`src/rtl/boot_loader_ctrl_pkg.sv`:
```
// Shared constants for the boot loader: FSM state codes and error codes.
// Also holds a small helper that tells whether a state is loading a program.
package boot_loader_ctrl_pkg;

   localparam logic [2:0] bl_idle  = 3'd0;
   localparam logic [2:0] bl_len   = 3'd1;
   localparam logic [2:0] bl_load  = 3'd2;
   localparam logic [2:0] bl_csum  = 3'd3;
   localparam logic [2:0] bl_run   = 3'd4;
   localparam logic [2:0] bl_fault = 3'd5;

   localparam logic [1:0] bl_err_none = 2'b00;
   localparam logic [1:0] bl_err_len  = 2'b01;
   localparam logic [1:0] bl_err_csum = 2'b10;
   localparam logic [1:0] bl_err_wdog = 2'b11;

   function automatic logic bl_is_loading(input logic [2:0] state);
      return (state == bl_len) || (state == bl_load) || (state == bl_csum);
   endfunction

endpackage

```
`src/rtl/boot_loader_ctrl_wdog.sv`:
```
// CPU run-budget counter: cleared outside RUN, counts while enabled and flags
// the last permitted cycle. A zero limit never expires.
module boot_wdog #(
   parameter int wdog_width = 16
) (
   input  logic                  clk,
   input  logic                  rst,
   input  logic                  clear,
   input  logic                  enable,
   input  logic [wdog_width-1:0] limit,
   output logic                  expire
);

   logic [wdog_width-1:0] count_reg;

   always_ff @(posedge clk) begin
      if (rst || clear) begin
         count_reg <= '0;
      end else if (enable) begin
         count_reg <= count_reg + wdog_width'(1);
      end
   end

   assign expire = enable && (limit != '0) && (count_reg == (limit - wdog_width'(1)));

endmodule

```
`src/rtl/boot_loader_ctrl.sv`:
```
// Boot loader: streams a length-prefixed, checksummed program into memory while
// holding the CPU in reset, then hands the memory port to the CPU under a watchdog.
module boot_loader_ctrl
   import boot_loader_ctrl_pkg::*;
#(
   parameter int addr_width = 8,
   parameter int data_width = 8,
   parameter int wdog_width = 16
) (
   input  logic                  clk,
   input  logic                  rst,
   input  logic                  start,
   input  logic                  in_valid,
   input  logic [data_width-1:0] in_data,
   output logic                  in_ready,
   input  logic [wdog_width-1:0] wdog_limit,
   output logic                  cpu_rst,
   input  logic                  cpu_write,
   input  logic [addr_width-1:0] cpu_addr,
   input  logic [data_width-1:0] cpu_wdata,
   output logic [data_width-1:0] cpu_rdata,
   output logic                  mem_write,
   output logic [addr_width-1:0] mem_addr,
   output logic [data_width-1:0] mem_wdata,
   input  logic [data_width-1:0] mem_rdata,
   output logic                  busy,
   output logic                  running,
   output logic [1:0]            err
);

   generate
      if (data_width > addr_width) begin : g_width_check
         $error("boot_loader_ctrl: data_width must not exceed addr_width");
      end
   endgenerate

   logic [2:0]            state_reg, state_next;
   logic [data_width-1:0] len_reg, len_next;
   logic [data_width-1:0] sum_reg, sum_next;
   logic [addr_width-1:0] ptr_reg, ptr_next;
   logic [1:0]            err_reg, err_next;
   logic                  cpu_rst_reg;
   logic                  accept;
   logic                  wdog_expire;
   logic [addr_width-1:0] last_ptr;

   assign busy     = bl_is_loading(state_reg);
   assign in_ready = busy;
   assign running  = (state_reg == bl_run);
   assign accept   = in_valid && in_ready;
   assign last_ptr = addr_width'(len_reg) - addr_width'(1);
   assign cpu_rst  = cpu_rst_reg;
   assign err      = err_reg;

   boot_wdog #(
      .wdog_width (wdog_width)
   ) u_wdog (
      .clk    (clk),
      .rst    (rst),
      .clear  (state_reg != bl_run),
      .enable (state_reg == bl_run),
      .limit  (wdog_limit),
      .expire (wdog_expire)
   );

   always_comb begin
      state_next = state_reg;
      len_next   = len_reg;
      sum_next   = sum_reg;
      ptr_next   = ptr_reg;
      err_next   = err_reg;
      case (state_reg)
         bl_idle, bl_fault: begin
            if (start) begin
               state_next = bl_len;
               err_next   = bl_err_none;
            end
         end
         bl_len: begin
            if (accept) begin
               if (in_data == '0) begin
                  state_next = bl_fault;
                  err_next   = bl_err_len;
               end else begin
                  len_next   = in_data;
                  ptr_next   = '0;
                  sum_next   = '0;
                  state_next = bl_load;
               end
            end
         end
         bl_load: begin
            if (accept) begin
               ptr_next = ptr_reg + addr_width'(1);
               sum_next = sum_reg + in_data;
               if (ptr_reg == last_ptr) begin
                  state_next = bl_csum;
               end
            end
         end
         bl_csum: begin
            if (accept) begin
               if (in_data == sum_reg) begin
                  state_next = bl_run;
               end else begin
                  state_next = bl_fault;
                  err_next   = bl_err_csum;
               end
            end
         end
         bl_run: begin
            // A restart takes priority over a watchdog expiry in the same cycle.
            if (start) begin
               state_next = bl_len;
               err_next   = bl_err_none;
            end else if (wdog_expire) begin
               state_next = bl_fault;
               err_next   = bl_err_wdog;
            end
         end
         default: state_next = bl_idle;
      endcase
   end

   always_comb begin
      mem_write = 1'b0;
      mem_addr  = '0;
      mem_wdata = '0;
      cpu_rdata = '0;
      if (state_reg == bl_load) begin
         mem_write = in_valid;
         mem_addr  = ptr_reg;
         mem_wdata = in_data;
      end else if (state_reg == bl_run) begin
         mem_write = cpu_write;
         mem_addr  = cpu_addr;
         mem_wdata = cpu_wdata;
         cpu_rdata = mem_rdata;
      end
   end

   always_ff @(posedge clk) begin
      if (rst) begin
         state_reg   <= bl_idle;
         len_reg     <= '0;
         sum_reg     <= '0;
         ptr_reg     <= '0;
         err_reg     <= bl_err_none;
         cpu_rst_reg <= 1'b1;
      end else begin
         state_reg   <= state_next;
         len_reg     <= len_next;
         sum_reg     <= sum_next;
         ptr_reg     <= ptr_next;
         err_reg     <= err_next;
         cpu_rst_reg <= (state_next != bl_run);
      end
   end

endmodule

```
`config.mk`:
```
export PLATFORM = sky130hd
export DESIGN_NAME = boot_loader_ctrl
export DESIGN_NICKNAME = d
export VERILOG_FILES = /design/src/rtl/boot_loader_ctrl_pkg.sv /design/src/rtl/boot_loader_ctrl_wdog.sv /design/src/rtl/boot_loader_ctrl.sv
export SDC_FILE = /design/constraint.sdc
export NUM_CORES = 1
export LEC_CHECK = 0
export CAP_MARGIN = 0
export CORE_ASPECT_RATIO = 0.9
export CORE_MARGIN = 1
export CORE_UTILIZATION = 45
export DETAILED_ROUTE_END_ITERATION = 12
export PLACE_DENSITY = 0.87
export SYNTH_ARGS = -nofsm -noshare
export SYNTH_HDL_FRONTEND = slang
export SYNTH_SLANG_ARGS = --single-unit
export TNS_END_PERCENT = 50
```
`constraint.sdc`:
```
create_clock -name clk -period 3 [get_ports clk]
set_clock_uncertainty 0.2 [all_clocks]
set_input_delay 0.75 -clock clk [delete_from_list [all_inputs] [get_ports clk]]
set_output_delay 0.75 -clock clk [all_outputs]
set_load 0.01 [all_outputs]
```
After elaboration in Yosys (flattened, before gate mapping)
Index checks and enable logic that the tools add are counted.
Widths: inputs -> output; s select.

word-level totals
  bits in registers = 46
  input port bits = 53
  output and inout bits = 31
  logic and storage cells = 78

cells by class
  add/subtract/negate cells = 5
  eq/ne operators = 18
  multiplexer cells = 32
  bitwise logic cells = 1
  reductions and logical operators = 15

operators with widths
  kind                   number
  $mux 8                 10
  $pmux 8 s2             2
  $mux 3                 8
  $add 16x1->16 const B  1
  $eq 16x16->1           1
  $eq 8x8->1             2
  $reduce_bool 16->1     1
  $sub 16x1->16 const B  1
  $pmux 3 s5             1
  $mux 2                 7
  $ne 2x2->1 const B     6
  $ne 3x3->1 const B     3
  $add 8x1->8 const B    1
  $add 8x8->8            1
  $logic_not 8->1        1
  $pmux 2 s4             1
  $sub 8x1->8 const B    1
  $reduce_and 7->1       1
  $eq 3x2->1 const B     2
  $eq 3x3->1 const B     2
  $reduce_and 4->1       1
  $reduce_bool 4->1      1
  $eq 3x1->1 const B     1
  $logic_and 1x1->1      3
  other kinds (8)        12

Depth between registers and ports, before layout
  word-level depth = 7
  mapped depth = 9
  gate-level depth less buffers = 8

Cells and area by module
From an unflattened synthesis, not the netlist that was laid out.

unflattened totals
  cells, all modules = 419
  area, all modules = 3,412.0 um^2

modules (own cells, without submodules)
  module            instances  cells each  area an instance (um^2)  sequential area each (um^2)
  boot_loader_ctrl  1          262         2,120.8                  600.6
  boot_wdog         1          157         1,291.2                  320.3

Least setup slack after synthesis
OpenSTA, ideal clock, no wires.

  kind = input to register
  start point = input port wdog_limit[2]
  end point = register state_reg[0]
  setup time = 0.086 ns
  data arrival time = 2.661 ns
  required time = 2.714 ns
  slack = 0.053 ns
  stages = 6
  buffers on the path = 0
  cells stage by stage = or4_4 > o41a_1 > or4b_1 > o211ai_2 > nand4_4 > a221oi_2

on the way
  cells in the longest elaborated chain, start to end = 6
  elaborated cells on any way between the ends = 8
  classes of those cells = 1 x add/sub; 1 x eq/ne; 3 x mux; 3 x reduce/logical

ends and longest elaborated chain
  item                                                 RTL line                     RTL
  start, declared                                      boot_loader_ctrl.sv:16       input logic [wdog_width-1:0] wdog_limit,
  $sub 16x1->16 or $reduce_bool 16->1 (tied branches)  boot_loader_ctrl_wdog.sv:24  assign expire = enable && (limit != '0) && (count_reg == (limit - wdog_width'(1)));
  $eq 16x16->1 or $logic_and 1x1->1 (tied branches)    boot_loader_ctrl_wdog.sv:24
  $logic_and 1x1->1 *                                  boot_loader_ctrl_wdog.sv:24
  $mux 3 *                                             boot_loader_ctrl.sv:116      end else if (wdog_expire) begin
  $mux 3 *                                             boot_loader_ctrl.sv:113      if (start) begin
  $pmux 3 s5 *                                         boot_loader_ctrl.sv:72       case (state_reg)
  end signal, assigned                                 boot_loader_ctrl.sv:144      state_reg <= bl_idle;
  end signal, assigned                                 boot_loader_ctrl.sv:151      state_reg <= state_next;
  end, declared                                        boot_loader_ctrl.sv:37       logic [2:0] state_reg, state_next;

Every way passes the cells marked *; elsewhere a longest branch is shown, timed or not.
A chain may end at the register's enable or synchronous reset.

Worst setup path in the final report
  start point = input port wdog_limit[4]
  end point = register state_reg[0]

Same word-level chain as after synthesis.

==> flow_metrics.py <==
metrics = {
    "run_status": {
        "run_status": "complete, no violations",
    },
    "worst_setup_path": {
        "crit_path_start": "wdog_limit[4]",
        "cp.arrival_ns": 3.00,
        "critPathLaunchType": "input pin",
        "cp.depth": 7,
        "r2r_start": "len_reg[2]",
        "r2r_end": "state_reg[0]",
        "reg2reg_slack_ns": 0.57,
        "worstSetupPathType": "in -> reg",
        "critPathMaxStageDelay_ns": 0.52,
        "worstPathMaxFanout": 4,
        "crit_slowest_cell": "or4b_4",
        "end_kind": "register",
        "cp_top_family": "simple AND/OR/NAND/NOR gates",
        "crit_required_ns": 3.02,
        "path_cells": "clkdlybuf4s50_1 > or4_4 > o41a_1 > or4b_4 > o211ai_2 > nand4_4 > a221oi_2",
        "reg2reg_depth": 6,
        "crit_buf_inv": 1,
        "crit_path_end": "state_reg[0]",
    },
    "global_route": {
        "overflow": 0,
        "grt_pass1_vias": 3423,
        "antenna_found_initial": 0,
        "grt_max_degree": 22,
        "grt_usage_pct": 25.05,
        "grt_pass1_wl_um": 15110,
    },
    "yosys": {
        "syn_nets": 475,
        "netlist.area_leader.share_pct": 28.52,
        "synth-seq-cells": 46,
        "synth_area_mm2": 0.003229,
        "synth_edf_count": 0,
        "yosys.area.top_type": "dfxtp_1",
        "ys_seq_area_share_pct": 28.52,
        "synth_area_per_cell_um2": 7.876,
        "synthCells": 410,
        "async_reset_ff_share_pct": 0,
        "yosysWarnings": 0,
        "synthFlopType": "dfxtp_1",
        "ys_top_cells_by_area": "dfxtp_1 29%, xor2_1 7.3%, xnor2_1 7.1%",
        "ys_types": 54,
    },
    "timing": {
        "setup_tns_ns": 0,
        "rsz0062_at_grt": "true",
        "max_freq_mhz": 334.8,
        "whs_ns": 0.2756,
        "max_slew_margin_pct": 66.15,
        "hold_viol": 0,
        "post-route-min-period_ns": 2.987,
        "fin_crit_sh_pct": 99.57,
        "slew_violations": 0,
        "setup_viol": 0,
        "fin_ws_ns": 0.01299,
        "worst_pin_slew_ns": 0.5065,
    },
    "cts": {
        "clk_path_buf_depth": 2,
        "numCtsBuffers": 5,
        "clkSinkCount": 46,
        "path_clk_slew_ns": 0.08,
        "clock_latency_ns": 0.29,
        "htreeDepth": 2,
        "clockRootBuffer": "clkbuf_8",
        "cts_tree": "done",
    },
    "finish": {
        "fin_cells": 632,
        "area_growth_pct": 45.95,
        "diodes": 0,
        "final_common_cell": "clkdlybuf4s50_1",
        "fin_nets": 607,
        "largest_register_ff_count": 16,
        "drive_above_1_share_pct": 16.05,
        "final_cell_mix": "71 x clkdlybuf4s50_1, 57 x buf_4, 46 x nand2_1",
    },
    "floorplan": {
        "dieWidth_um": 91.30,
        "io-pin-count": 84,
        "start_util_pct": 47.76,
        "dieArea_mm2": 0.007520,
        "rows": 28,
        "die_h_um": 82.37,
        "core_mm2": 0.006761,
    },
    "detailed_routing": {
        "drt_iter0_markers": 219,
        "drt-pass1-iter-count": 4,
        "totalWireLength_um": 9568,
        "via_per_inst": 5.528,
        "routed-via-count": 3494,
        "antenna_left": 0,
        "wl_per_cell_um": 15.14,
        "drc": 0,
    },
    "job": {
        "drv_cap": 0,
    },
    "place": {
        "portBuffers": 83,
        "place_congestion": 0.9115,
        "hpwlAfterDp_um": 7123,
        "pre_cts_slack_ns": -0.4441,
        "dp_cells": 622,
    },
    "min_path": {
        "min_path_cells": 2,
        "hp-class": "reg -> reg",
    },
    "pwr": {
        "leakage_uw": 0.001904,
        "power_uw": 1382,
        "power_density_mw_per_mm2": 293.1,
        "ir_drop_mv": 0.1754,
    },
}
through the flow:
stage | util [%] | cell area (um^2)
after floorplan | - | 3229
after global placement | 67.01 | 4531
after detailed placement | 67.01 | 4531
after CTS | 68.58 | 4637
after global routing | 69.71 | 4713
final | 69.71 | 4713
metal layers:
layer | GRT usage (%) | vias to the layer above | share of wire (%)
met5 | 0 | - | 0
met4 | 8.889 | 0 | 2.8
met3 | 3.571 | 26 | 4.7
met2 | 49.62 | 90 | 52
met1 | 27.71 | 1647 | 41
li1 | - | 1731 | -
worst register-to-register path, delay by kind of cell, from the launching register on:
kind	cells	cell delay [ns]
AND/OR/NAND/NOR	3	1.10
AO/OA/AOI/OAI	2	0.40
flip-flops	1	0.36
multiplexers	1	0.29
repair_timing:
item,CTS,global route
pin swaps,8,6
hold buffers,0,0
setup endpoints to repair,9,31
gates resized for setup,14,17
buffers inserted,2,1
area by class of cell:
type | instances | area, um^2
well taps | 90 | 112.6
fillers | 549 | 2048
multi-input cells | 331 | 2257
clock buffers | 6 | 72.57
repair buffers | 142 | 1281
inverters | 16 | 60.06
flip-flops and latches | 46 | 922.1
clock inverters | 1 | 7.507
cells by family after synthesis:
logic type	share of synthesized area (%)
multiplexers	1.589
buffers and inverters	3.952
adder cells (fa/ha/maj)	4.882
AND/OR/NAND/NOR	27.63
AO/OA/AOI/OAI	19.06
XOR/XNOR	14.37
flip-flops	28.52
how the worst min path moves through the flow:
stage / start / end
floorplan: u_wdog.count_reg[0] / u_wdog.count_reg[0]
global placement: u_wdog.count_reg[0] / u_wdog.count_reg[0]
detailed placement: u_wdog.count_reg[0] / u_wdog.count_reg[0]
CTS: len_reg[7] / len_reg[7]
global route: len_reg[7] / len_reg[7]
finish: sum_reg[4] / sum_reg[4]
report_power, final:
part / switching [uW] / leakage (uW) / internal, uW
combinational: 179 / 0.00149 / 204
clock: 197 / 0.0000373 / 160
sequential: 15.8 / 0.000372 / 625
synthesized netlist by cell type, types with 2 or more instances:
library cell  instances
nor3b_1               4
nand3_1              17
and3_1                5
or4_1                 4
a21o_1                2
nand2b_1              3
nand4_1               9
xnor2_1              26
ha_1                 11
dfxtp_1              46
nor2_1               36
a31oi_1               3
nor4b_1               2
o21ai_0              13
nor4_1                3
and2_1               11
o41ai_1               2
o211ai_1              5
o31ai_1               2
nand2_1              47
mux2i_1               4
nand3b_1              3
nor3_1               13
clkbuf_1             16
xor2_1               27
a311o_1               2
a22o_1               16
a21oi_1              27
nor2b_1               4
a211oi_1              2
a22oi_1               2
or3_1                 5
inv_1                16
o221ai_1              2
No activity file was read; power rests on OpenSTA's default activity.
